==> src/rtl/can_tx_mailbox_arbiter.sv <==
// Shares one CAN frame transmitter among NUM_MB host-loaded transmit mailboxes.
// Lowest pending ID wins (tie -> lowest index); arbitration is non-preemptive.
//
// state     | meaning
// ----------+--------------------------------------------------------------
// IDLE      | nothing in flight; waits for a pending frame and a quiet transmitter
// ARB       | one cycle: pick winner, latch its frame onto TX_*, mark inflight
// REQ       | TX_REQ high until the transmitter reports busy
// WAIT_DONE | transmitter owns the frame; wait for TX_COMPLETE
// RELEASE   | wait for transmitter to go quiet before returning to IDLE
module can_tx_mailbox_arbiter #(
  parameter int NUM_MB      = 4,
  parameter int TIMEOUT_CYC = 256,
  localparam int IW         = $clog2(NUM_MB)
) (
  input  logic                 clk,
  input  logic                 rst,
  input  logic                 wr_en,
  input  logic [IW-1:0]        wr_idx,
  input  logic [10:0]          wr_id,
  input  logic [3:0]           wr_dlc,
  input  logic [7:0][7:0]      wr_data,
  input  logic [NUM_MB-1:0]    abort,
  output logic [NUM_MB-1:0]    pending,
  output logic [NUM_MB-1:0]    done,
  output logic                 wr_err,
  output logic                 err_timeout,
  output logic                 inflight,
  output logic [IW-1:0]        cur_idx,
  output logic                 TX_REQ,
  output logic [10:0]          TX_ID,
  output logic [3:0]           TX_DLC,
  output logic [7:0][7:0]      TX_DATA,
  input  logic                 TX_BUSY,
  input  logic                 TX_COMPLETE
);

  localparam int CW = $clog2(TIMEOUT_CYC + 1);

  typedef enum logic [2:0] {
    S_IDLE,
    S_ARB,
    S_REQ,
    S_WAIT_DONE,
    S_RELEASE
  } state_t;

  state_t state, state_nxt;

  logic [10:0]     mb_id   [NUM_MB];
  logic [3:0]      mb_dlc  [NUM_MB];
  logic [7:0][7:0] mb_data [NUM_MB];

  logic [10:0]     eff_id   [NUM_MB];
  logic [3:0]      eff_dlc  [NUM_MB];
  logic [7:0][7:0] eff_data [NUM_MB];

  logic [CW-1:0]     cnt;
  logic              cnt_at_limit;
  logic              timeout_hit;
  logic              complete_hit;
  logic              wr_hit_inflight;
  logic              wr_ok;
  logic [NUM_MB-1:0] wr_mask;
  logic [NUM_MB-1:0] cand;
  logic [3:0]        wr_dlc_clamp;

  logic              found;
  logic [IW-1:0]     win_idx;
  logic [10:0]       win_id;
  logic [3:0]        win_dlc;
  logic [7:0][7:0]   win_data;

  assign wr_hit_inflight = wr_en && inflight && (wr_idx == cur_idx);
  assign wr_ok           = wr_en && !wr_hit_inflight;
  assign wr_dlc_clamp    = (wr_dlc > 4'd8) ? 4'd8 : wr_dlc;
  assign cnt_at_limit    = (cnt >= CW'(TIMEOUT_CYC - 1));
  assign TX_REQ          = (state == S_REQ);

  always_comb begin
    wr_mask = '0;
    for (int i = 0; i < NUM_MB; i++) begin
      if (wr_ok && (wr_idx == IW'(i))) wr_mask[i] = 1'b1;
    end
  end

  // A write landing in the ARB cycle is forwarded so the latched frame matches storage.
  always_comb begin
    for (int i = 0; i < NUM_MB; i++) begin
      eff_id[i]   = wr_mask[i] ? wr_id        : mb_id[i];
      eff_dlc[i]  = wr_mask[i] ? wr_dlc_clamp : mb_dlc[i];
      eff_data[i] = wr_mask[i] ? wr_data      : mb_data[i];
    end
  end

  always_comb begin
    cand     = pending & ~(abort & ~wr_mask);
    found    = 1'b0;
    win_idx  = '0;
    win_id   = '0;
    win_dlc  = '0;
    win_data = '0;
    for (int i = 0; i < NUM_MB; i++) begin
      if (cand[i] && (!found || (eff_id[i] < win_id))) begin
        found    = 1'b1;
        win_idx  = IW'(i);
        win_id   = eff_id[i];
        win_dlc  = eff_dlc[i];
        win_data = eff_data[i];
      end
    end
  end

  always_ff @(posedge clk) begin
    if (rst) state <= S_IDLE;
    else     state <= state_nxt;
  end

  always_comb begin
    state_nxt    = state;
    timeout_hit  = 1'b0;
    complete_hit = 1'b0;
    case (state)
      S_IDLE: begin
        if ((|pending) && !TX_BUSY && !TX_COMPLETE) state_nxt = S_ARB;
      end
      S_ARB: begin
        state_nxt = found ? S_REQ : S_IDLE;
      end
      S_REQ: begin
        if (TX_BUSY) begin
          state_nxt = S_WAIT_DONE;
        end else if (cnt_at_limit) begin
          timeout_hit = 1'b1;
          state_nxt   = S_RELEASE;
        end
      end
      S_WAIT_DONE: begin
        if (TX_COMPLETE) begin
          complete_hit = 1'b1;
          state_nxt    = S_RELEASE;
        end else if (cnt_at_limit) begin
          timeout_hit = 1'b1;
          state_nxt   = S_RELEASE;
        end
      end
      S_RELEASE: begin
        if (!TX_BUSY && !TX_COMPLETE) state_nxt = S_IDLE;
      end
      default: state_nxt = S_IDLE;
    endcase
  end

  // Saturating timeout counter, restarted whenever REQ or WAIT_DONE is entered.
  always_ff @(posedge clk) begin
    if (rst) begin
      cnt <= '0;
    end else if ((state_nxt != state) &&
                 ((state_nxt == S_REQ) || (state_nxt == S_WAIT_DONE))) begin
      cnt <= '0;
    end else if (((state == S_REQ) || (state == S_WAIT_DONE)) &&
                 (cnt != CW'(TIMEOUT_CYC))) begin
      cnt <= cnt + 1'b1;
    end
  end

  always_ff @(posedge clk) begin
    if (rst) begin
      pending     <= '0;
      done        <= '0;
      wr_err      <= 1'b0;
      err_timeout <= 1'b0;
      inflight    <= 1'b0;
      cur_idx     <= '0;
      TX_ID       <= '0;
      TX_DLC      <= '0;
      TX_DATA     <= '0;
      for (int i = 0; i < NUM_MB; i++) begin
        mb_id[i]   <= '0;
        mb_dlc[i]  <= '0;
        mb_data[i] <= '0;
      end
    end else begin
      done        <= '0;
      wr_err      <= wr_hit_inflight;
      err_timeout <= timeout_hit;

      for (int i = 0; i < NUM_MB; i++) begin
        if (wr_mask[i]) begin
          mb_id[i]   <= wr_id;
          mb_dlc[i]  <= wr_dlc_clamp;
          mb_data[i] <= wr_data;
          pending[i] <= 1'b1;
        end else if (abort[i] && !(inflight && (cur_idx == IW'(i)))) begin
          pending[i] <= 1'b0;
        end else if (complete_hit && (cur_idx == IW'(i))) begin
          pending[i] <= 1'b0;
        end
      end

      if (complete_hit) done[cur_idx] <= 1'b1;

      if ((state == S_ARB) && found) begin
        inflight <= 1'b1;
        cur_idx  <= win_idx;
        TX_ID    <= win_id;
        TX_DLC   <= win_dlc;
        TX_DATA  <= win_data;
      end else if ((state == S_RELEASE) && (state_nxt == S_IDLE)) begin
        inflight <= 1'b0;
      end
    end
  end

endmodule

==> config.mk <==
export PLATFORM = sky130hd
export DESIGN_NAME = can_tx_mailbox_arbiter
export DESIGN_NICKNAME = d
export VERILOG_FILES = /design/src/rtl/can_tx_mailbox_arbiter.sv
export SDC_FILE = /design/constraint.sdc
export NUM_CORES = 1
export LEC_CHECK = 0
export BUFFER_PORTS_ARGS = -buffer_cell sky130_fd_sc_hd__buf_4
export CAP_MARGIN = 10
export CORE_MARGIN = 1
export CORE_UTILIZATION = 35
export DETAILED_ROUTE_END_ITERATION = 12
export PLACE_DENSITY = 0.6
export SLEW_MARGIN = 40
export SYNTH_ARGS = -nofsm -noshare
export SYNTH_HDL_FRONTEND = slang
export SYNTH_SLANG_ARGS = --single-unit
==> constraint.sdc <==
create_clock -name clk -period 22.9 [get_ports clk]
set_input_delay 5.725 -clock clk [delete_from_list [all_inputs] [get_ports clk]]
set_output_delay 5.725 -clock clk [all_outputs]
set_load 0.005 [all_outputs]
==> impl_metrics.tcl <==
set metrics [dict create \
    grt_first_pass_wirelength_um 108000 \
    clk_pin_slew_worst_paths_ns 0.06 \
    place.detailed.instances 3350 \
    async_flop_share_pct 0 \
    grt_start_max_net_pins 175 \
    postSynthCellCount 2516 \
    wl_per_cell_um 20.0 \
    overflow 0 \
    cts_setup_buffers 0 \
    synth.distinct_cells 65 \
    synth_top_cell_area_share_pct 41.6 \
    dp_hpwl_um 40900 \
    regToRegStartpoint "cur_idx[1]$_SDFFE_PP0P_" \
    synth_flop_cell "edfxtp_1" \
    seq_area_frac_synth_pct 50.8 \
    grt_pass1_vias 18400 \
    synth.area.top_cells "edfxtp_1, nand2_1, dfxtp_1" \
    ctsLongestPathBuffers 3 \
    grt_use_total_pct 20.3 \
    finish.net_count 2668 \
    synth_net_count 2638 \
    max_slew_headroom_at_the_worst_pin_pct 45.0 \
    floorplan.initialDensity_pct 35.4 \
    worst_clock_skew_ns 0.0130 \
    pin_count 183 \
    worstHoldStart "TX_ID[9]$_SDFFE_PP0P_" \
    synth_commonest_cells "nand2_1, edfxtp_1, and3_1" \
    grt_setup_unrepaired "no" \
    drt_pass1_iterations 5 \
    finalSetupViolations 0 \
    power_per_cell_area_mw_per_mm2 68.2 \
    routed_via_density 5.51 \
    worst_ir_drop_vdd_mv 0.0508 \
    max-cap-violations 0 \
    ctsHtreeMaxLevel 2 \
    cts_hold_buffers 0 \
    final.hold.worst_slack_ns 0.481 \
    post_cts_resized 0 \
    crit_path_category "input pin to flip-flop" \
    dieArea_mm2 0.0662 \
    routed-via-count 19000 \
    worstSkewPairLatency_ns 0.58 \
    dr.first_iter.drc_count 1928 \
    compound_gate_fraction_of_synth_area_pct 11.7 \
    cts_tree "built" \
    worst-slew-pin-transition_ns 0.826 \
    report.power.total_uw 1790 \
    startpoint_type "input pin" \
    crit_path_frequent_cell "a21o_1" \
    worst-r2r-cell-count 38 \
    worstSetupStartpoint "wr_idx[1]" \
    min-delay-path-class "flip-flop to flip-flop" \
    highest_clock_rate_mhz 62.1 \
    routed_wirelength_um 68700 \
    yosys_register_bits 420 \
    synthAdderAreaFrac_pct 1.76 \
    floorplan.rows 93 \
    cts_made_buffers 47 \
    antenna_violations_before_repair 5 \
    fraction_of_synthesized_cell_area_in_xor_and_xnor_cells_pct 0.346 \
    final-hold-violation-count 0 \
    buffers_added_on_ports 182 \
    min_period_ns 16.10 \
    holdPathStages 2 \
    worst_ep_required_time_ns 23.32 \
    dieWidth_um 257 \
    muxShareOfSynthArea_pct 6.71 \
    dieHeight_um 257 \
    areaGrowthSynthToFinish_pct 15.0 \
    crit_path_end_kind "flip-flop" \
    synth_simple_gate_area_share_pct 24.0 \
    worst_path_max_delay_cell "buf_4" \
    finalMaxSlewViolations 0 \
    min_period_over_period_pct 70.3 \
    drive_gt1_share_pct 12.1 \
    timing.critical_path.fanout_max 116 \
    fin_cells 3441 \
    critical_path_arrival_ns 16.53 \
    postRouteAntennaNets 0 \
    fp.coreArea_mm2 0.0645 \
    number_of_warning_messages_in_the_yosys_log 0 \
    critical-path-max-stage-delay_ns 0.77 \
    clock_root_buffer "clkbuf_16" \
    drc 0 \
    syn_avg_cell_area_um2 9.06 \
    p_leak_uw 0.0118 \
    synth_most_common_cell "nand2_1" \
    final.setup.tns_ns 0 \
    gp_congestion 0.951 \
    edff_count_synth 316 \
    clock_sinks 420 \
    netlist_area_mm2 0.0228 \
    synth_top_family_by_area "simple AND/OR/NAND/NOR gates" \
    run_status "completed" \
    synth_area_leader_cell "edfxtp_1" \
]
final cells by class:
cell class | instances | area, µm²
antenna | 2 | 5.00
clock buffer | 73 | 1370
clock inverter | 14 | 114
fill | 6342 | 38300
inverter | 34 | 140
multi-input combinational | 1829 | 10300
sequential | 420 | 11600
tap | 855 | 1070
timing repair buffer | 214 | 1680
through the flow:
step                      utilization [%]  area [µm²]  setup WS [ns]
after detailed placement             38.3       24700           5.72
final                                40.7       26200           6.80
after global routing                 40.7       26200           5.94
after CTS                            40.6       26200           6.30
after global placement               38.2       24600           5.10
after floorplan                         -       22800           9.42
cell usage in the layout (no fill, tap or decap), drive strengths merged, types with 4 or more instances in the layout:
cell / synthesis / layout
clkbuf: 197 / 73
or3: 6 / 6
nor3: 13 / 13
ha: 32 / 32
o31ai: 7 / 7
xor2: 6 / 6
and3: 307 / 307
nand2b: 6 / 6
a31oi: 77 / 77
mux2: 4 / 4
edfxtp: 316 / 316
dfxtp: 104 / 104
a21o: 16 / 16
buf: 36 / 214
a21oi: 108 / 108
and2: 7 / 7
mux2i: 146 / 146
a211oi: 5 / 5
nand3: 144 / 144
clkinv: 1 / 13
nand2: 596 / 596
inv: 33 / 33
nor2: 61 / 61
nor2b: 4 / 4
nand4: 7 / 7
nor4: 4 / 4
o21ai: 233 / 233
routing by layer:
| layer | share of wire [%] | global-route usage [%] |
|---|---|---|
| met1 | 46 | 28.8 |
| met2 | 46 | 31.8 |
| met3 | 6.8 | 4.05 |
| met4 | 1.4 | 4.56 |
| met5 | 0.044 | 0 |
report_power, final:
group	internal (µW)	leakage [µW]	switching [µW]
combinational	59.8	0.00694	121
sequential	854	0.00411	10.4
clock	431	0.000726	312
total	1350	0.0118	443
critical path, delay by kind of cell:
family	cells	cell delay, ns
AOI/OAI and AO/OA	19	4.61
buffers and inverters	7	3.35
adders and majority gates	3	0.95
and+or+nand+nor	9	1.37
muxes	1	0.32
cells by family (layout without fill, tap and decap cells):
kind of cell	after synthesis	in the layout
muxes	150	150
buffers and inverters	267	335
and+or+nand+nor	1166	1166
xor gates and xnor gates	9	9
AOI/OAI and AO/OA	472	472
adders and majority gates	32	32
other	0	2
DFF	420	420
registers in the layout (all words and copies together), names as in the netlist:
| signal | flops |
|---|---|
| pending | 4 |
| inflight | 1 |
| TX_DATA | 64 |
| mb_id | 44 |
| TX_DLC | 4 |
| mb_dlc | 16 |
| state | 3 |
| mb_data | 256 |
| done | 4 |
| err_timeout | 1 |
| cur_idx | 2 |
| TX_ID | 11 |
| cnt | 9 |
| wr_err | 1 |
final timing paths:
path / endpoint / slack (ns)
max: TX_DATA[21]$_SDFFE_PP0P_ / 6.80
min: TX_ID[9]$_SDFFE_PP0P_ / 0.48
max reg2reg: TX_DATA[21]$_SDFFE_PP0P_ / 11.50
min reg2reg: TX_ID[9]$_SDFFE_PP0P_ / 0.48
Power figures use the tool's default switching activity.
